File: config.mk
export PLATFORM = sky130hd
export DESIGN_NAME = sqrt_control_unit_flat
export DESIGN_NICKNAME = d
export VERILOG_FILES = /design/src/rtl/sqrt_pkg.sv /design/src/rtl/sqrt_control_unit_if.sv /design/src/rtl/sqrt_control_unit.sv /design/src/flat_wrapper.sv
export SDC_FILE = /design/constraint.sdc
export NUM_CORES = 1
export LEC_CHECK = 0
export BUFFER_PORTS_ARGS = -buffer_cell sky130_fd_sc_hd__buf_2
export CORE_MARGIN = 3
export CORE_UTILIZATION = 40
export CTS_BUF_LIST = sky130_fd_sc_hd__clkbuf_4
export CTS_CLUSTER_DIAMETER = 80
export CTS_CLUSTER_SIZE = 14
export DETAILED_ROUTE_END_ITERATION = 6
export GPL_TIMING_DRIVEN = 0
export PLACE_DENSITY_LB_ADDON = 0.08
export RECOVER_POWER = 25
export SLEW_MARGIN = 25
export SYNTH_ARGS = -nofsm -noshare
export SYNTH_HDL_FRONTEND = slang
export SYNTH_SLANG_ARGS = --single-unit
File: constraint.sdc
create_clock -name clk -period 5.95 [get_ports clk]
set_input_delay 0.595 -clock clk [delete_from_list [all_inputs] [get_ports clk]]
set_output_delay 0.595 -clock clk [all_outputs]
set_load 0.01 [all_outputs]
File: src/rtl/sqrt_pkg.sv
`default_nettype none
// ============================================================================
//  Module   : sqrt_pkg
//  Purpose  : Shared constants for the square-root controller and datapath:
//             FSM state encoding and default widths/limits.
//  Revision : 1.0  initial release
// ============================================================================
package sqrt_pkg;

    localparam int ROOT_W_DEF   = 8;
    localparam int ITER_W_DEF   = 9;
    localparam int MAX_ITER_DEF = 256;

    typedef enum logic [2:0] {
        S_IDLE     = 3'd0,
        S_BOOT     = 3'd1,
        S_CMP      = 3'd2,
        S_INC_ROOT = 3'd3,
        S_ADD_SQ   = 3'd4,
        S_DONE     = 3'd5
    } state_t;

endpackage
`default_nettype wire

File: src/rtl/sqrt_control_unit_if.sv
`default_nettype none
// ============================================================================
//  Module   : sqrt_control_unit_if
//  Purpose  : Start/result handshake between a requester and the square-root
//             controller.
//  Signals  : start_i, ack_i            requester -> controller
//             ready_o, busy_o, valid_o,
//             result_o, overflow_o      controller -> requester
//  Modports : master (requester side), slave (controller side)
//  Revision : 1.0  initial release
// ============================================================================
interface sqrt_control_unit_if #(
    parameter int ROOT_W = 8
);
    logic              start_i;
    logic              ack_i;
    logic              ready_o;
    logic              busy_o;
    logic              valid_o;
    logic [ROOT_W-1:0] result_o;
    logic              overflow_o;

    modport master (
        output start_i, ack_i,
        input  ready_o, busy_o, valid_o, result_o, overflow_o
    );

    modport slave (
        input  start_i, ack_i,
        output ready_o, busy_o, valid_o, result_o, overflow_o
    );
endinterface
`default_nettype wire

File: src/rtl/sqrt_control_unit.sv
`default_nettype none
// ============================================================================
//  Module   : sqrt_control_unit
//  Purpose  : FSM controller for the iterative square-root datapath. Drives
//             boot / square write / root write / adder mux select, consumes
//             the datapath N flag and root value, captures the final root in
//             a result register held until acknowledged, and stops runaway
//             loops after MAX_ITER compare cycles.
//  Ports    : clk, rst_n              clock, async active-low reset
//             hs (slave)              start/ready/busy/result/valid/ack/overflow
//             boot_o, wr_square_o,
//             wr_root_o, muxes_o      datapath control
//             N_i, root_i             datapath status / root value
//             iter_o                  current iteration count (debug)
//  Revision : 1.0  initial release
// ============================================================================
module sqrt_control_unit
    import sqrt_pkg::*;
#(
    parameter int ROOT_W   = ROOT_W_DEF,
    parameter int MAX_ITER = MAX_ITER_DEF,
    parameter int ITER_W   = ITER_W_DEF
) (
    input  wire logic              clk,
    input  wire logic              rst_n,
    sqrt_control_unit_if.slave     hs,
    output logic                   boot_o,
    output logic                   wr_square_o,
    output logic                   wr_root_o,
    output logic                   muxes_o,
    input  wire logic              N_i,
    input  wire logic [ROOT_W-1:0] root_i,
    output logic [ITER_W-1:0]      iter_o
);

    localparam logic [ITER_W-1:0] c_ITER_LAST = ITER_W'(MAX_ITER - 1);

    state_t              r_state;
    logic [ITER_W-1:0]   r_iter;
    logic                r_ovf;
    logic                r_valid;
    logic [ROOT_W-1:0]   r_result;

    // ------------------------------------------------------------------------
    // State, iteration counter and result register
    // ------------------------------------------------------------------------
    always_ff @(posedge clk or negedge rst_n) begin
        if (!rst_n) begin
            r_state  <= S_IDLE;
            r_iter   <= '0;
            r_ovf    <= 1'b0;
            r_valid  <= 1'b0;
            r_result <= '0;
        end else begin
            case (r_state)
                S_IDLE: begin
                    if (hs.start_i) begin
                        r_state <= S_BOOT;
                        r_iter  <= '0;
                        r_ovf   <= 1'b0;
                    end
                end
                S_BOOT: begin
                    r_state <= S_CMP;
                end
                S_CMP: begin
                    // N has priority: a natural finish on the last permitted
                    // compare is not an overflow.
                    if (N_i) begin
                        r_state  <= S_DONE;
                        r_result <= root_i;
                        r_valid  <= 1'b1;
                    end else if (r_iter == c_ITER_LAST) begin
                        r_state  <= S_DONE;
                        r_result <= root_i;
                        r_valid  <= 1'b1;
                        r_ovf    <= 1'b1;
                    end else begin
                        r_state <= S_INC_ROOT;
                        r_iter  <= r_iter + 1'b1;
                    end
                end
                S_INC_ROOT: begin
                    r_state <= S_ADD_SQ;
                end
                S_ADD_SQ: begin
                    r_state <= S_CMP;
                end
                S_DONE: begin
                    // A start seen together with ack is dropped: we only
                    // return to IDLE here.
                    if (hs.ack_i) begin
                        r_state <= S_IDLE;
                        r_valid <= 1'b0;
                    end
                end
                default: begin
                    r_state <= S_IDLE;
                end
            endcase
        end
    end

    // ------------------------------------------------------------------------
    // Moore decode of the registered state
    // ------------------------------------------------------------------------
    always_comb begin
        boot_o      = 1'b0;
        wr_square_o = 1'b0;
        wr_root_o   = 1'b0;
        muxes_o     = 1'b0;
        hs.ready_o  = 1'b0;
        hs.busy_o   = 1'b0;
        case (r_state)
            S_IDLE: begin
                hs.ready_o = 1'b1;
            end
            S_BOOT: begin
                boot_o      = 1'b1;
                wr_square_o = 1'b1;
                wr_root_o   = 1'b1;
                hs.busy_o   = 1'b1;
            end
            S_CMP: begin
                muxes_o   = 1'b1;
                hs.busy_o = 1'b1;
            end
            S_INC_ROOT: begin
                wr_root_o = 1'b1;
                hs.busy_o = 1'b1;
            end
            S_ADD_SQ: begin
                wr_square_o = 1'b1;
                hs.busy_o   = 1'b1;
            end
            default: begin
            end
        endcase
    end

    assign hs.valid_o    = r_valid;
    assign hs.result_o   = r_result;
    assign hs.overflow_o = r_ovf;
    assign iter_o        = r_iter;

endmodule
`default_nettype wire

File: src/flat_wrapper.sv
// flat-port wrapper written by rule: the top's interface ports become plain ports
module sqrt_control_unit_flat import sqrt_pkg::*;
#(
    parameter int ROOT_W   = ROOT_W_DEF,
    parameter int MAX_ITER = MAX_ITER_DEF,
    parameter int ITER_W   = ITER_W_DEF
)
  (clk, rst_n, boot_o, wr_square_o, wr_root_o, muxes_o, N_i, root_i, iter_o, hs_start_i, hs_ack_i, hs_ready_o, hs_busy_o, hs_valid_o, hs_result_o, hs_overflow_o);
  sqrt_control_unit_if #(.ROOT_W(ROOT_W)) hs_i ();
  input  wire logic clk;
  input  wire logic rst_n;
  output logic boot_o;
  output logic wr_square_o;
  output logic wr_root_o;
  output logic muxes_o;
  input  wire logic N_i;
  input  wire logic [ROOT_W-1:0] root_i;
  output logic [ITER_W-1:0] iter_o;
  input wire logic [$bits(hs_i.start_i)-1:0] hs_start_i;
  input wire logic [$bits(hs_i.ack_i)-1:0] hs_ack_i;
  output wire logic [$bits(hs_i.ready_o)-1:0] hs_ready_o;
  output wire logic [$bits(hs_i.busy_o)-1:0] hs_busy_o;
  output wire logic [$bits(hs_i.valid_o)-1:0] hs_valid_o;
  output wire logic [$bits(hs_i.result_o)-1:0] hs_result_o;
  output wire logic [$bits(hs_i.overflow_o)-1:0] hs_overflow_o;
  assign hs_i.start_i = hs_start_i;
  assign hs_i.ack_i = hs_ack_i;
  assign hs_ready_o = hs_i.ready_o;
  assign hs_busy_o = hs_i.busy_o;
  assign hs_valid_o = hs_i.valid_o;
  assign hs_result_o = hs_i.result_o;
  assign hs_overflow_o = hs_i.overflow_o;
  sqrt_control_unit #(.ROOT_W(ROOT_W), .MAX_ITER(MAX_ITER), .ITER_W(ITER_W)) u_core (.clk(clk), .rst_n(rst_n), .hs(hs_i), .boot_o(boot_o), .wr_square_o(wr_square_o), .wr_root_o(wr_root_o), .muxes_o(muxes_o), .N_i(N_i), .root_i(root_i), .iter_o(iter_o));
endmodule
## Yosys cells after proc, flatten, opt, wreduce, memory -nomap -nowiden

Index checks and enable logic that the tools add are counted.

- Register bits after elaboration: 22
- Output and inout port bits: 25
- Word-level logic and storage cells: 54
- Bits of input ports: 13

- Muxes and demuxes: 24
- Reduce and logical (&&, ||, !) cells: 12
- $add $sub $neg: 1
- Equal/unequal tests: 12

Operator list:

| operator | number |
|---|---|
| 2-to-1 mux 9 bit | 3 |
| one-hot mux 9 bit (2 select lines) | 1 |
| 2-to-1 mux 8 bit | 2 |
| one-hot mux 3 bit (5 select lines) | 1 |
| 2-to-1 mux 3 bit | 4 |
| 2-to-1 mux 1 bit | 11 |
| adder 9 x 1 -> 9 bit (second input constant) | 1 |
| == test 9 x 8 -> 1 bit (second input constant) | 1 |
| != test 2 bit (second input constant) | 4 |
| AND reduction 4 bit | 2 |
| == test 3 x 2 -> 1 bit (second input constant) | 2 |
| == test 3 bit (second input constant) | 2 |
| nonzero test 2 bit | 3 |
| one-hot mux 1 bit (2 select lines) | 2 |
| AND reduction 2 bit | 2 |
| OR reduction 2 bit | 2 |
| OR reduction 4 bit | 1 |
| == test 3 x 1 -> 1 bit (second input constant) | 1 |
| logical NOT 3 bit | 1 |
| != test 3 x 2 -> 1 bit (second input constant) | 1 |
| AND reduction 3 bit | 1 |
| != test 2 x 1 -> 1 bit (second input constant) | 1 |

## Longest topological paths before layout

Gate-level depths: netlist of run 1.

- Depth after elaboration: 4
- Mapped depth: 8
- Gate-level depth less buffers: 7

## Worst setup path before layout of run 1

OpenSTA, ideal clock, no wires.

- Path kind: flip-flop to flip-flop
- From: reg u_core.r_iter[0] (netlist: u_core.iter_o[0])
- To: reg u_core.r_iter[2] (netlist: u_core.iter_o[2])
- Arrival time: 1821 ps
- Buffers on the path: 0
- Setup slack: 4008 ps
- Setup time: 121 ps
- Data required time: 5829 ps
- Stages on the path, launching flop included: 8
- Cells stage by stage: dfrtp_1 > ha_1 > nand3_1 > nor2_1 > ha_1 > nor3b_2 > mux2_2 > a22o_1

- Cells in the longest elaborated chain, start to end: 4
- Elaborated cells between the ends (all ways): 7

RTL lines:

| element | line | source |
|---|---|---|
| start, declared | sqrt_control_unit.sv:39 | `logic [ITER_W-1:0] r_iter;` |
| start signal, assigned | sqrt_control_unit.sv:80 | `r_iter <= r_iter + 1'b1;` |
| adder 9 x 1 -> 9 bit | sqrt_control_unit.sv:80 |  |
| 2-to-1 mux 9 bit | sqrt_control_unit.sv:73 | `end else if (r_iter == c_ITER_LAST) begin` |
| 2-to-1 mux 9 bit | sqrt_control_unit.sv:69 | `if (N_i) begin` |
| one-hot mux 9 bit (2 select lines) | sqrt_control_unit.sv:55 | `case (r_state)` |

Parallel ways exist; a longest one is shown, timed or not. The select of a mux whose other input is x is not followed.
A chain may end at the register's enable or synchronous reset.

## Final worst setup path of run 1

Ends and elaborated chain as after synthesis.

==> results of run 1 <==
==> through the flow <==
stage	std cells	cell area [µm²]	hold slack, ns	setup WS, ns
global placement	175	1434	0.4899	3.882
global route	179	1485	0.4720	3.746
finish	179	1485	0.4664	3.828
CTS	179	1486	0.2384	3.827
detailed placement	175	1434	0.4903	3.861
floorplan	107	1210	0.2994	4.008
==> cell usage after synthesis, types with 2 or more instances <==
cell      instances
mux2i_1           2
and4_1            2
mux2_4            8
a21oi_1           3
nand4_1           2
nor2b_1           2
nor2_2            2
a22o_1            2
dfrtp_1          22
o21ai_0           4
nor3_1            2
nor2_1            3
a41oi_1           4
nand3_1           4
nor4b_1           2
nand2b_1          2
ha_1              2
nand2_1           7
buf_2             3
and3_1            4
inv_1             5
==> worst paths after layout <==
path / startpoint / to
setup / recovery: u_core.iter_o[0] / u_core.iter_o[2]
hold / removal: rst_n / u_core.iter_o[2]
setup reg to reg: u_core.iter_o[0] / u_core.iter_o[2]
hold reg to reg: u_core.hs.result_o[6] / u_core.hs.result_o[6]
max in group asynchronous: rst_n / u_core.iter_o[0]
min in group clk: hs_ack_i / u_core.r_state[0]
==> critical path: cells and delay by family (launching register included) <==
kind            cells  cell delay [ns]
fa+ha+maj           2             0.49
simple gates        3             0.47
flops               1             0.47
mux                 1             0.38
compound gates      1             0.23
==> metal layers <==
layer	vias to the layer above	GRT usage, %	wire length, µm
met4	0	2.786	0
met1	471	22.35	1250
li1	485	-	-
met3	0	3.830	125
met5	-	0	0
met2	37	25.65	1264
==> where the power goes <==
group	total (mW)	switching, mW	internal, mW	leakage [nW]
clock network	0.117	0.0489	0.0681	0.0279
logic	0.343	0.171	0.172	0.439
registers	0.256	0.0537	0.203	0.282
==> flip-flops by register name, indices dropped and copies added (netlist names) <==
register / flops
u_core.hs.result_o: 8
u_core.hs.valid_o: 1
u_core.iter_o: 9
u_core.r_state: 3
u_core.hs.overflow_o: 1
==> layout make-up <==
class                      count  share of cell area, %
buffer                         5                  2.864
clock buffer                   3                  1.516
clock inverter                 1                  2.022
inverter                       5                  1.264
multi-input combinational     75                  40.27
sequential                    22                  37.07
tap                           31                  2.612
timing repair buffer          37                  12.38
==> logic make-up after synthesis <==
group,after synthesis,synth area share (%)
simple gates,36,19.13
mux,11,12.51
xor+xnor,1,0.7240
compound gates,25,15.00
flops,22,45.50
fa+ha+maj,2,2.068
buf+inv,10,5.067
==> run summary, run 1 <==
The run finished with clean final reports. The number of buffers added to fix hold violations after cts is 0. Registers take 550.5 µm². The maximum net fanout on the critical path came out at 7. The reported leakage power came out at 0.7490 nW. The area of the die is 0.003720 mm². The library cell used most frequently in the layout, excluding fill and tap cells, is buf_2. The most numerous cell type found on the critical path is ha_1. The maximum root-to-sink buffer count is 2. The power density over cell area is 482.5 mW/mm². In the final routed layout, each cell accounts on average for 14.75 µm. Entering global routing, the biggest net connects 23 pins. The final global-route overflow total is 0. Sorting the synthesized cells by area gives the leading types as dfrtp_1 46%, mux2_4 9.9%, a41oi_1 2.9%, nand2_1 2.2%, and3_1 2.1%. STA classifies the critical path startpoint as a flip-flop.

The most instantiated flip-flop cell in the synthesis netlist is dfrtp_1. The sum of negative setup slack is 0 ns. In this design, the stage delay of the slowest critical-path cell is 0.47 ns.

The ratio of routed vias to standard cells came out at 5.547. After filler insertion, the fill cell instance count of the layout stands at 260. In this run the register-to-register setup slack is 3.83 ns. The final weighted congestion in routability-driven placement came out at 0.7328. The diode insertion count for antenna repair came out at 0. The net count after synthesis came out at 122. Setup repair after global routing left no endpoint under its margin. The number of resized instances in the post-cts repair step is 0. Data on the critical path arrives at its endpoint at 2.34 ns. The initial antenna violation count came to 0.

Yosys mapped the design onto 41 distinct sky130hd cell types. The data required time of the worst path is 6.17 ns. The share of the clock period used by the worst path came out at 35.66%. The worst pin sits at a relative slew slack of 22.80%. The count of pins on the block boundary is 38. The core box area came out at 0.002829 mm².

In the layout the commonest cells are 39 x buf_2, 22 x dfrtp_1, 8 x mux2_4, 7 x nand2_1, 5 x inv_1. The number of DRC markers in iteration 0 is 26. The x dimension of the die came out at 61.00 µm.

From synthesis to final layout, the design area changed by 22.75%. The initial core utilization is 42.77%. TritonCTS built the clock tree. The achievable clock frequency came out at 471.3 MHz. The fraction of registers with async set or reset after synthesis came out at 100.0%.

The synthesized cell area came out at 0.001210 mm². The first-pass detailed-route iteration total is 4. The worst voltage drop across the vdd grid came out at 0.0002259 V. The vertical extent of the die is 61.00 µm. Traced cell by cell, the critical path runs through ha_1, nand3_1, nor2_1, ha_1, nor3b_2, mux2_2, a22o_1. Across the routed clock network, the largest skew measured is 0.006767 ns.

The routed via count is 993. The worst setup path is captured at a flip-flop. The global-route total usage across every layer is 16.01%. The H-tree level count is 1. The via count of the first global-routing pass came out at 969. The tool flagged a number of max-cap violations equal to 0.

The detailed-route wire length is 2641 µm. The number of warnings printed during yosys synthesis came out at 0. The type of the worst min-delay path is in2async. The most area-hungry cell type in the Yosys netlist is dfrtp_1. By startpoint and endpoint, the worst setup path is classified as reg2reg.

The utilization after layout came out at 52.50%. In the final design database the tool counted 164 nets. The total number of placement rows is 19. The overall power after layout came out at 0.7166 mW. For this run, design rule violations remaining after detail routing come to 0. The clock transition at the registers of the reported paths is 0.13 ns.

The cell sitting at the root of the clock tree is a clkbuf_4. The number of cells on the worst reg-to-reg path is 7. The setup fix buffers added after clock tree synthesis came out at 0.

The slowest stage of the critical path belongs to the cell dfrtp_1. The area fraction of the dominant cell type after synthesis came out at 45.50%. For the worst-skew pair, the clock arrives at the later sink with an insertion delay of 0.31 ns. The total count of max-transition violations in the final report came out at 0. Summing the sequential cell areas from Yosys gives 45.50% of the chip area. The worst-margin pin slew came out at 1.158 ns.

The final hold violation count came out at 0. The count of endpoints failing setup in the final report is 0. After layout, the minimum clock period comes to 2.122 ns.

Yosys mapped a number of flops with a built-in enable equal to 0. The proportion of layout cells with a drive suffix above 1 came out at 41.22%. Summing all multi-input logic gate instances after layout gives 598.1 µm². The count of nets left with antenna violations once routing finished came out at 0. The total of flip-flops plus latches after synthesis is 22. In the synthesized netlist, the number of instances is 107.

The mean cell area of the mapped netlist came out at 11.31 µm². The detailed placement HPWL came out at 1962 µm. The wire length of the first global-routing pass is 4464 µm. For this design, the sink count on the clock tree is 22.

The TritonCTS buffer count came out at 3. The count of buffers from port buffering came out at 37.
Note: power is estimated with default switching activity, not from simulation.
==> run 2, diff against run 1 <==
- clock period: 5.95 -> 2.1 ns (I/O delays scaled with it)
==> run summary, run 2 (synthesis results as in run 1) <==
The achievable clock frequency came out at 499.2 MHz (was 471.3 MHz). The headroom to the max-slew limit came out at 22.68% (was 22.80%). The TritonCTS buffer count is 3 (unchanged). The core box area is 0.002829 mm² (unchanged).

The number of cells on the worst reg-to-reg path is 7 (unchanged). The clock transition at the registers of the reported paths came out at 0.13 ns (about the same). The final antenna-violating net count is 0 (unchanged). The number of flip-flops in the largest register came out at 9 (unchanged).

The nature of the critical path startpoint was a flip-flop (unchanged). The source-to-sink clock delay at the later pin of the worst-skew pair came out at 0.31 ns (about the same). Outcome: completed (unchanged). The worst hold path begins at hs_ack_i.

The routed via count is 998 (was 993). The area of the die came out at 0.003720 mm² (unchanged). The reported leakage power is 0.7498 nW (was 0.7490 nW). The total number of placement rows came out at 19 (unchanged).

The arrival time at the worst endpoint came out at 2.22 ns (was 2.34 ns). The maximum net fanout on the critical path came out at 7 (unchanged). The maximum root-to-sink buffer count was 2 (unchanged). The number of fill cells came out at 261 (was 260). The total non-filler cell area in the finished layout came out at 0.001509 mm² (was 0.001485 mm²). The final weighted congestion in routability-driven placement was 0.7328 (unchanged).

The type of the worst min-delay path is in2reg (was in2async). The share of the clock period used by the worst path came out at 95.39% (was 35.66%). The final critical-path required period is 2.003 ns (was 2.122 ns). The first-pass detailed-route iteration total came out at 4 (unchanged). The most common library cell in the layout ignoring fill and taps was buf_2 (unchanged).

The TritonCTS clock tree is done (unchanged). The setup slack of the most critical reg-to-reg path is 0.1 ns (was 3.83 ns). The launch instance of the worst register-to-register path is u_core.iter_o[0] (unchanged). The vertical extent of the die came out at 61.00 µm (unchanged). The ratio of routed vias to standard cells is 5.544 (was 5.547). The wire length of the first global-routing pass came out at 4547 µm (was 4464 µm). The layout-stage area growth over the synthesis result is 24.72% (was 22.75%).

RSZ-0062 raised after global routing: false (unchanged). The total count of max-transition violations in the final report is 0 (unchanged). Leading cell types in the layout, fill and taps excluded: 39 x buf_2, 21 x dfrtp_1, 8 x mux2_4, 7 x nand2_1, 5 x inv_1 (was 39 x buf_2, 22 x dfrtp_1, 8 x mux2_4, 7 x nand2_1, 5 x inv_1). The final net count came out at 165 (was 164).

The worst voltage drop across the vdd grid came out at 0.0006399 V (was 0.0002259 V). The initial antenna violation count came out at 0 (unchanged). The proportion of layout cells with a drive suffix above 1 came out at 42.95% (was 41.22%).

The sort of element at the end of the critical path is a flip-flop (unchanged). The reported max-cap violation count came to 0 (unchanged). The average detailed-routed wire length per instance came out at 14.79 µm (was 14.75 µm). The number of instances on the worst hold path came out at 2. The count of pins on the block boundary is 38 (unchanged). The detailed-route wire length came out at 2663 µm (was 2641 µm). The power density over cell area came to 1353 mW/mm² (was 482.5 mW/mm²). The maximum number of pins on one net before global-route repair is 23 (unchanged). The class of the most critical setup path is reg2reg (unchanged).

The global-route total usage across every layer is 16.31% (was 16.01%). The capturing point of the worst reg2reg path is u_core.iter_o[2] (unchanged). The sum of negative setup slack came to 0 ns (unchanged). The final global-route overflow total is 0 (unchanged). The x dimension of the die is 61.00 µm (unchanged).

The number of DRC markers in iteration 0 was 24 (was 26). The final hold violation count is 0 (unchanged). The worst-margin pin slew is 1.160 ns (was 1.158 ns).

For hold timing, the worst endpoint is u_core.r_state[0]. The placed cell area is 0.001434 mm² (unchanged). The count of clock tree sinks is 22 (unchanged). The via count of the first global-routing pass came out at 985 (was 969). The CTS root buffer is clkbuf_4 (unchanged). The count of endpoints failing setup in the final report came out at 0 (unchanged). The initial core utilization came out at 42.77% (unchanged). The H-tree level count was 1 (unchanged). The count of buffers from port buffering was 37 (unchanged). The final clock skew came to 0.002443 ns (was 0.006767 ns). The data required time of the worst path was 2.32 ns (was 6.17 ns). The detailed placement HPWL is 1962 µm (unchanged). The diode insertion count for antenna repair came out at 0 (unchanged). The number of DRC violations after detailed routing is 0 (unchanged).
-- run 2: changes by cell type in the layout (fill, tap and decap cells not counted) --
cell	delta
nor3b_2	-1
ha_1	-1
dfrtp_2	+1
ha_2	+1
dlygate4sd3_1	+1
nor3b_4	+1
a21boi_1	-1
dfrtp_1	-1
a21boi_2	+1
-- run 2: layout make-up --
class	instances	area [µm²]	area share, %
Multi-Input combinational cell	75	610.6	40.46
Sequential cell	22	551.8	36.57
Timing Repair Buffer	38	193.9	12.85
Buffer	5	42.54	2.819
Tap cell	31	38.79	2.570
Clock inverter	1	30.03	1.990
Clock buffer	3	22.52	1.493
Inverter	5	18.77	1.244
-- run 2: how the worst max path moves through the flow --
stage                          start               end
floorplan           u_core.iter_o[0]  u_core.iter_o[2]
detailed placement  u_core.iter_o[0]  u_core.iter_o[2]
finish              u_core.iter_o[0]  u_core.iter_o[2]
CTS                 u_core.iter_o[0]  u_core.iter_o[2]
global placement    u_core.iter_o[0]  u_core.iter_o[2]
global route        u_core.iter_o[0]  u_core.iter_o[2]
-- run 2: repair_timing --
action                                 CTS  global route
endpoints found under the hold margin   22             0
cloned                                   0             0
gates resized for setup                  1             3
setup endpoints to repair                1            13
hold buffers                             1             0
pin swaps                                0             1
buffers inserted                         0             0
-- run 2: per-layer routing --
layer	wire length (µm)	vias to the layer above	track usage, %	share of wire [%]
li1	-	486	-	-
met1	1222	472	22.35	46
met2	1296	38	26.26	49
met3	136	2	3.830	5.1
met4	8	0	3.715	0.30
met5	0	-	0	0
-- run 2: through the flow --
stage,setup slack [ns],power (mW),utilization [%],hold WS [ns],cells
finish,0.09683,2.042,53.34,0.08048,180
global route,0.01801,2.205,53.34,0.08372,180
CTS,0.02162,2.055,53.12,0.08070,180
detailed placement,0.01121,1.717,50.69,0.2100,175
global placement,0.03205,1.694,50.69,0.2127,175
floorplan,0.1577,1.378,-,-0.08559,107
-- run 2: critical path, cell delays in order (launching register included) --
cell and delay [ns]:
dfrtp_2 0.47, ha_1 0.23, nand3_1 0.07, nor2_1 0.05, ha_2 0.21, nor3b_4 0.28
mux2_2 0.36, a22o_1 0.23
-- run 2: report_power, final --
group / total [mW] / internal [mW] / switching, mW
clock network: 0.331 / 0.193 / 0.138
registers: 0.727 / 0.576 / 0.151
logic: 0.984 / 0.495 / 0.489
